### src/rtl/rr_arb_pkg.sv
// rtl/rr_arb_pkg.sv - shared types and helpers for the round-robin grant controller
//   arb_state_t      : controller FSM encoding (IDLE, OWN, GAP)
//   onehot_to_index  : binary index of the highest set bit of a one-hot vector (up to 16 bits)
package rr_arb_pkg;

  typedef enum logic [1:0] {
    IDLE = 2'd0,
    OWN  = 2'd1,
    GAP  = 2'd2
  } arb_state_t;

  function automatic int unsigned onehot_to_index(input logic [15:0] vec);
    int unsigned idx;
    idx = 0;
    for (int i = 0; i < 16; i++) begin
      if (vec[i]) idx = unsigned'(i);
    end
    return idx;
  endfunction

endpackage

### src/rtl/rr_priority_picker.sv
// rtl/rr_priority_picker.sv - combinational round-robin winner selection
//   req     in  : request vector
//   last_id in  : index of the previous owner; scanning starts one above it
//   winner  out : index of the first requester at or after last_id+1 (mod NUM_REQ)
//   any_req out : at least one request is set
module rr_priority_picker
  import rr_arb_pkg::*;
#(
  parameter int NUM_REQ = 4,
  parameter int IDW     = $clog2(NUM_REQ)
) (
  input  logic [NUM_REQ-1:0] req,
  input  logic [IDW-1:0]     last_id,
  output logic [IDW-1:0]     winner,
  output logic               any_req
);

  // Two extra bits cover base (up to NUM_REQ) plus offset (up to NUM_REQ-1).
  localparam int SW = IDW + 2;

  logic [2*NUM_REQ-1:0] dbl;
  logic [NUM_REQ-1:0]   rot;
  logic [SW-1:0]        base;
  logic [SW-1:0]        sum_raw;
  logic [IDW-1:0]       off;

  always_comb begin
    // Rotating the doubled vector right by last_id+1 places the highest
    // priority requester at bit 0, so find-first-set gives the offset.
    dbl  = {req, req};
    base = SW'(last_id) + SW'(1);
    rot  = NUM_REQ'(dbl >> base);
    off  = '0;
    for (int i = NUM_REQ - 1; i >= 0; i--) begin
      if (rot[i]) off = IDW'(i);
    end
    sum_raw = base + SW'(off);
    winner  = (sum_raw >= SW'(NUM_REQ)) ? IDW'(sum_raw - SW'(NUM_REQ)) : IDW'(sum_raw);
    any_req = |req;
  end

endmodule

### src/rtl/rr_grant_controller.sv
// rtl/rr_grant_controller.sv - round-robin grant sequencer with hold limit and turnaround gap
//   clk         in  : system clock, rising edge
//   rst_n       in  : asynchronous active-low reset
//   req         in  : level-sensitive request vector
//   grant       out : registered one-hot grant, zero when no owner
//   grant_valid out : registered, high when grant is nonzero
//   grant_id    out : index of the current owner, holds last value while idle
//   preempt     out : one-cycle pulse when an owner is removed by timeout
module rr_grant_controller
  import rr_arb_pkg::*;
#(
  parameter int NUM_REQ  = 4,
  parameter int MAX_HOLD = 8
) (
  input  logic                       clk,
  input  logic                       rst_n,
  input  logic [NUM_REQ-1:0]         req,
  output logic [NUM_REQ-1:0]         grant,
  output logic                       grant_valid,
  output logic [$clog2(NUM_REQ)-1:0] grant_id,
  output logic                       preempt
);

  localparam int IDW = $clog2(NUM_REQ);
  localparam int HW  = $clog2(MAX_HOLD + 1);

  arb_state_t         state_q, state_d;
  logic [NUM_REQ-1:0] grant_q, grant_d;
  logic               valid_q, valid_d;
  logic [IDW-1:0]     grant_id_q, grant_id_d;
  logic [IDW-1:0]     last_id_q, last_id_d;
  logic [HW-1:0]      hold_cnt_q, hold_cnt_d;
  logic               preempt_q, preempt_d;

  logic [IDW-1:0]     winner;
  logic               any_req;

  rr_priority_picker #(
    .NUM_REQ (NUM_REQ),
    .IDW     (IDW)
  ) u_picker (
    .req     (req),
    .last_id (last_id_q),
    .winner  (winner),
    .any_req (any_req)
  );

  always_comb begin
    state_d    = state_q;
    grant_d    = grant_q;
    valid_d    = valid_q;
    grant_id_d = grant_id_q;
    last_id_d  = last_id_q;
    hold_cnt_d = hold_cnt_q;
    preempt_d  = 1'b0;

    unique case (state_q)
      IDLE, GAP: begin
        if (any_req) begin
          state_d         = OWN;
          grant_d         = '0;
          grant_d[winner] = 1'b1;
          valid_d         = 1'b1;
          grant_id_d      = winner;
          hold_cnt_d      = HW'(1);
        end else begin
          state_d    = IDLE;
          grant_d    = '0;
          valid_d    = 1'b0;
          hold_cnt_d = '0;
        end
      end
      OWN: begin
        // Release is checked first so a drop on the last allowed cycle is
        // treated as a voluntary release, not a preemption.
        if (!req[grant_id_q] || (hold_cnt_q == HW'(MAX_HOLD))) begin
          state_d    = GAP;
          grant_d    = '0;
          valid_d    = 1'b0;
          last_id_d  = grant_id_q;
          hold_cnt_d = '0;
          preempt_d  = req[grant_id_q];
        end else begin
          hold_cnt_d = hold_cnt_q + HW'(1);
        end
      end
      default: begin
        state_d    = IDLE;
        grant_d    = '0;
        valid_d    = 1'b0;
        hold_cnt_d = '0;
      end
    endcase
  end

  always_ff @(posedge clk or negedge rst_n) begin
    if (!rst_n) begin
      state_q    <= IDLE;
      grant_q    <= '0;
      valid_q    <= 1'b0;
      grant_id_q <= '0;
      last_id_q  <= IDW'(NUM_REQ - 1);
      hold_cnt_q <= '0;
      preempt_q  <= 1'b0;
    end else begin
      state_q    <= state_d;
      grant_q    <= grant_d;
      valid_q    <= valid_d;
      grant_id_q <= grant_id_d;
      last_id_q  <= last_id_d;
      hold_cnt_q <= hold_cnt_d;
      preempt_q  <= preempt_d;
    end
  end

  assign grant       = grant_q;
  assign grant_valid = valid_q;
  assign grant_id    = grant_id_q;
  assign preempt     = preempt_q;

`ifndef SYNTHESIS
  a_grant_onehot0: assert property (@(posedge clk) disable iff (!rst_n) $onehot0(grant_q));
  a_valid_matches: assert property (@(posedge clk) disable iff (!rst_n) valid_q == (|grant_q));
  a_preempt_idle:  assert property (@(posedge clk) disable iff (!rst_n) preempt_q |-> !valid_q);
`endif

endmodule

### config.mk
export PLATFORM = sky130hd
export DESIGN_NAME = rr_grant_controller
export DESIGN_NICKNAME = d
export VERILOG_FILES = /design/src/rtl/rr_arb_pkg.sv /design/src/rtl/rr_priority_picker.sv /design/src/rtl/rr_grant_controller.sv
export SDC_FILE = /design/constraint.sdc
export NUM_CORES = 1
export LEC_CHECK = 0
export CAP_MARGIN = 10
export CORE_UTILIZATION = 39
export DETAILED_ROUTE_END_ITERATION = 10
export DONT_BUFFER_PORTS = 1
export GPL_TIMING_DRIVEN = 1
export PLACE_DENSITY = 0.6
export SLEW_MARGIN = 20
export SYNTH_ARGS = -nofsm -noshare
export SYNTH_HDL_FRONTEND = slang
export SYNTH_SLANG_ARGS = --single-unit
### constraint.sdc
create_clock -name clk -period 2 [get_ports clk]
set_input_delay 0.4 -clock clk [delete_from_list [all_inputs] [get_ports clk]]
set_output_delay 0.4 -clock clk [all_outputs]
set_load 0.02 [all_outputs]
==> metrics.txt <==
# TYPE chip_impl_metric gauge
chip_impl_metric{name="cts.htree.levels",unit=""} 1
chip_impl_info{name="clock_tree_from_tritoncts",value="yes"} 1
chip_impl_metric{name="finalCritPeriodShare",unit=""} 0.953
chip_impl_metric{name="n_antenna_cell",unit=""} 0
chip_impl_metric{name="timing.final.max_slew_violations",unit=""} 0
chip_impl_metric{name="first_global_vias",unit=""} 667
chip_impl_metric{name="report.final.setup_viol",unit=""} 0
chip_impl_info{name="crit-reg2reg-capture",value="grant[3]"} 1
chip_impl_metric{name="numClockSinks",unit=""} 15
chip_impl_metric{name="finalClockSkew",unit="ps"} 8.77
chip_impl_metric{name="ys_warn_count",unit=""} 0
chip_impl_info{name="worst_setup_path_end_kind",value="register"} 1
chip_impl_info{name="ys.flop_type",value="sky130_fd_sc_hd__dfrtp_1"} 1
chip_impl_metric{name="avgSynthCellArea",unit="um2"} 9.42
chip_impl_info{name="grt_setup_unrepaired",value="true"} 1
chip_impl_metric{name="vias_after_detailed_routing",unit=""} 715
chip_impl_metric{name="die_w",unit="um"} 50.7
chip_impl_metric{name="ys_async_sr_fraction",unit=""} 1.00
chip_impl_info{name="cts_root_buffer",value="sky130_fd_sc_hd__clkbuf_4"} 1
chip_impl_metric{name="synth-seq-cells",unit=""} 15
chip_impl_metric{name="min_delay_path_depth",unit=""} 3
chip_impl_metric{name="detail_route.first_pass.iterations",unit=""} 4
chip_impl_info{name="regToRegStartpoint",value="last_id_q[1]"} 1
chip_impl_metric{name="detail_route.iter0.violations",unit=""} 19
chip_impl_metric{name="synthesis.area",unit="um2"} 923
chip_impl_metric{name="ff_latch_area",unit="um2"} 378
chip_impl_metric{name="number_of_antenna_violations_at_the_first_check_in_global_routing",unit=""} 0
chip_impl_info{name="critical_path.top_delay_family",value="flip-flops"} 1
chip_impl_metric{name="synthDistinctLibCells",unit=""} 31
chip_impl_metric{name="synth-edff-count",unit=""} 0
chip_impl_metric{name="slew_headroom",unit=""} 0.556
chip_impl_metric{name="ioPinCount",unit=""} 14
chip_impl_metric{name="placementRows",unit=""} 17
chip_impl_metric{name="synth_sequential_area_ratio",unit=""} 0.409
chip_impl_metric{name="drive_above_1_share",unit=""} 0.257
chip_impl_metric{name="drt-vias-per-instance",unit=""} 5.38
chip_impl_metric{name="tritoncts.num_buffers",unit=""} 3
chip_impl_metric{name="r2r_setup_slack",unit="ps"} 90
chip_impl_metric{name="postRouteWirelength",unit="um"} 1880
chip_impl_metric{name="areaGrowthSynthToFinish",unit="%"} 15.4
chip_impl_info{name="worstSetupPathType",value="reg -> reg"} 1
chip_impl_info{name="hp-start",value="req[1]"} 1
chip_impl_metric{name="start_util",unit=""} 0.417
chip_impl_metric{name="multi_input_area",unit="um2"} 556
chip_impl_metric{name="finalHoldWorstSlack",unit="ps"} 420
chip_impl_info{name="hold_path.class",value="in -> reg"} 1
chip_impl_metric{name="dp_cells",unit=""} 124
chip_impl_metric{name="drcViolationCount",unit=""} 0
chip_impl_metric{name="dieHeight",unit="um"} 50.7
chip_impl_metric{name="p_leak",unit="nW"} 0.453
chip_impl_metric{name="avgRoutedWirePerCell",unit="um"} 14.1
chip_impl_metric{name="mappedNetlistNets",unit=""} 107
chip_impl_metric{name="post-dp-hpwl",unit="um"} 1250
chip_impl_metric{name="timing.critical_path.buf_inv",unit=""} 0
chip_impl_metric{name="clk_pin_slew",unit="ps"} 100
chip_impl_metric{name="max-cap-violations",unit=""} 0
chip_impl_metric{name="clock_tree.buffer_depth",unit=""} 2
chip_impl_metric{name="tightestPinTransition",unit="ps"} 663
chip_impl_metric{name="finish.net_count",unit=""} 115
chip_impl_metric{name="final_core_util",unit=""} 0.482
chip_impl_metric{name="detail-route-antenna-nets",unit=""} 0
chip_impl_info{name="critPathLaunchType",value="register"} 1
chip_impl_info{name="path_cells",value="nand2_1, a2bb2oi_2, o211ai_1, o31ai_2, ha_2, xnor2_2, nor3_1, o21ai_0, nand3_1"} 1
chip_impl_info{name="critical_path.slowest_cell",value="sky130_fd_sc_hd__dfstp_2"} 1
chip_impl_metric{name="clk-insertion-delay-late",unit="ps"} 290
chip_impl_metric{name="worstPathMaxFanout",unit=""} 8
chip_impl_metric{name="grt_use_total",unit=""} 0.162
chip_impl_metric{name="ff2ff_path_depth",unit=""} 9
chip_impl_metric{name="ir_drop",unit="uV"} 786
chip_impl_info{name="setup.worst_path.start",value="last_id_q[1]"} 1
chip_impl_metric{name="worst-endpoint-required",unit="ps"} 2230
chip_impl_metric{name="critPathArrivalTime",unit="ps"} 2140
chip_impl_info{name="hold_path_end",value="grant[1]"} 1
chip_impl_metric{name="synthCells",unit=""} 98
chip_impl_metric{name="highest_clock_rate",unit="GHz"} 0.524
chip_impl_metric{name="final_replace_weighted_congestion",unit=""} 0.742
chip_impl_metric{name="design.die.area",unit="um2"} 2570
chip_impl_metric{name="power_per_cell_area",unit="nW/um2"} 1540
chip_impl_metric{name="nFillCells",unit=""} 214
chip_impl_metric{name="cp_slowest_stage_delay",unit="ps"} 600
chip_impl_metric{name="stdcell_count",unit=""} 133
chip_impl_metric{name="core_region_area",unit="um2"} 2210
chip_impl_metric{name="global_route.overflow_total",unit=""} 0
chip_impl_metric{name="report.final.hold_viol_count",unit=""} 0
chip_impl_info{name="run_status",value="completed"} 1
chip_impl_metric{name="final.min_clock_period",unit="ps"} 1910
chip_impl_metric{name="grt_pass1_wl",unit="um"} 3030
chip_impl_metric{name="grt_max_degree",unit=""} 16
chip_impl_metric{name="port-buffer-count",unit=""} 0
worst reg2reg max path: cells and delay by family (launching register included):
family | cells | cell delay [ps]
xor gates and xnor gates | 1 | 110
and+or+nand+nor | 3 | 380
AOI/OAI and AO/OA | 4 | 460
DFF | 1 | 600
adders and majority gates | 1 | 310
cells by family (layout without fill, tap and decap cells):
| kind of cell | count (synthesis) | after routing | synth area share |
|---|---|---|---|
| flops | 15 | 15 | 0.409 |
| mux | 2 | 2 | 0.0406 |
| compound gates | 23 | 23 | 0.184 |
| simple gates | 42 | 42 | 0.237 |
| xor+xnor | 4 | 4 | 0.0379 |
| fa+ha+maj | 3 | 3 | 0.0407 |
| buf+inv | 9 | 16 | 0.0501 |
area by class of cell:
type,count,share of cell area
multi-input combinational,74,0.521
sequential,15,0.354
timing repair buffer,6,0.0446
tap,28,0.0329
clock buffer,3,0.0211
inverter,6,0.0211
clock inverter,1,0.00469
synth_stat cells, types with 2 or more instances:
master | instances | area (um2)
sky130_fd_sc_hd__a21o_1 | 2 | 15.0
sky130_fd_sc_hd__a21oi_1 | 4 | 20.0
sky130_fd_sc_hd__dfrtp_1 | 13 | 325
sky130_fd_sc_hd__dfstp_2 | 2 | 52.6
sky130_fd_sc_hd__ha_1 | 3 | 37.5
sky130_fd_sc_hd__inv_1 | 6 | 22.5
sky130_fd_sc_hd__nand2_1 | 13 | 48.8
sky130_fd_sc_hd__nand2b_1 | 2 | 12.5
sky130_fd_sc_hd__nand3_1 | 9 | 45.0
sky130_fd_sc_hd__nand3b_1 | 2 | 15.0
sky130_fd_sc_hd__nor2_1 | 7 | 26.3
sky130_fd_sc_hd__nor3_1 | 5 | 25.0
sky130_fd_sc_hd__o211ai_1 | 3 | 22.5
sky130_fd_sc_hd__o21ai_0 | 7 | 35.0
sky130_fd_sc_hd__o31ai_1 | 2 | 15.0
sky130_fd_sc_hd__xnor2_1 | 2 | 17.5
sky130_fd_sc_hd__xor2_1 | 2 | 17.5
cell usage in the layout (no fill, tap or decap), types with 2 or more instances in the layout:
cell                        n
sky130_fd_sc_hd__buf_4      5
sky130_fd_sc_hd__dfstp_2    2
sky130_fd_sc_hd__a21o_1     2
sky130_fd_sc_hd__nor3_2     3
sky130_fd_sc_hd__nor2_1     7
sky130_fd_sc_hd__nand3b_1   2
sky130_fd_sc_hd__o21ai_0    6
sky130_fd_sc_hd__ha_1       2
sky130_fd_sc_hd__a21oi_1    4
sky130_fd_sc_hd__nand3_1    9
sky130_fd_sc_hd__dfrtp_1   13
sky130_fd_sc_hd__clkbuf_4   3
sky130_fd_sc_hd__nand2_1   13
sky130_fd_sc_hd__o211ai_1   3
sky130_fd_sc_hd__nand2b_1   2
sky130_fd_sc_hd__inv_1      6
sky130_fd_sc_hd__nor3_1     2
worst max-delay path by stage:
| stage | endpoint | slack, ps | depth (start not counted) |
|---|---|---|---|
| global route | grant[2] | -70 | 9 |
| floorplan | grant[0] | 180 | 10 |
| global placement | grant[0] | 70 | 9 |
| detailed placement | grant[0] | 80 | 9 |
| CTS | grant[0] | 20 | 9 |
| finish | grant[3] | 90 | 9 |
layer usage:
| layer | GRT usage | wire length [um] | vias to the layer above |
|---|---|---|---|
| met5 | 0 | 0 | - |
| met4 | 0.0694 | 8 | 0 |
| met3 | 0.0485 | 126 | 2 |
| met2 | 0.233 | 872 | 25 |
| met1 | 0.221 | 874 | 330 |
| li1 | - | - | 358 |
power by group:
part | switching (mW) | internal (mW) | leakage [nW]
clock | 0.103 | 0.0742 | 0.0177
sequential | 0.173 | 0.424 | 0.190
combinational | 0.465 | 0.406 | 0.244
per-stage QoR:
| stage | setup WS [ps] | power (mW) | setup TNS, ps | area (um2) |
|---|---|---|---|---|
| 6_report | 93.1 | 1.65 | 0 | 1070 |
| 5_1_grt | -68.8 | 1.78 | -163 | 1070 |
| 4_1_cts | 22.9 | 1.46 | 0 | 980 |
| 3_5_place_dp | 78.8 | 1.26 | 0 | 942 |
| 3_3_place_gp | 68.2 | 1.25 | 0 | 942 |
| 2_1_floorplan | 180 | 1.14 | 0 | 923 |
sequential cells by signal, indices dropped and copies added, names as in the netlist:
name         flops
preempt          1
last_id_q        2
hold_cnt_q       4
grant_id         2
grant            4
state_q          1
grant_valid      1
timing repair:
item / in CTS / in global routing
hold buffers: 1 / 0
hold endpoints to repair: 15 / 0
setup buffers: 0 / 4
gates resized for setup: 0 / 11
endpoints found under the setup margin: 0 / 5
(Power assumes the default switching activity.)
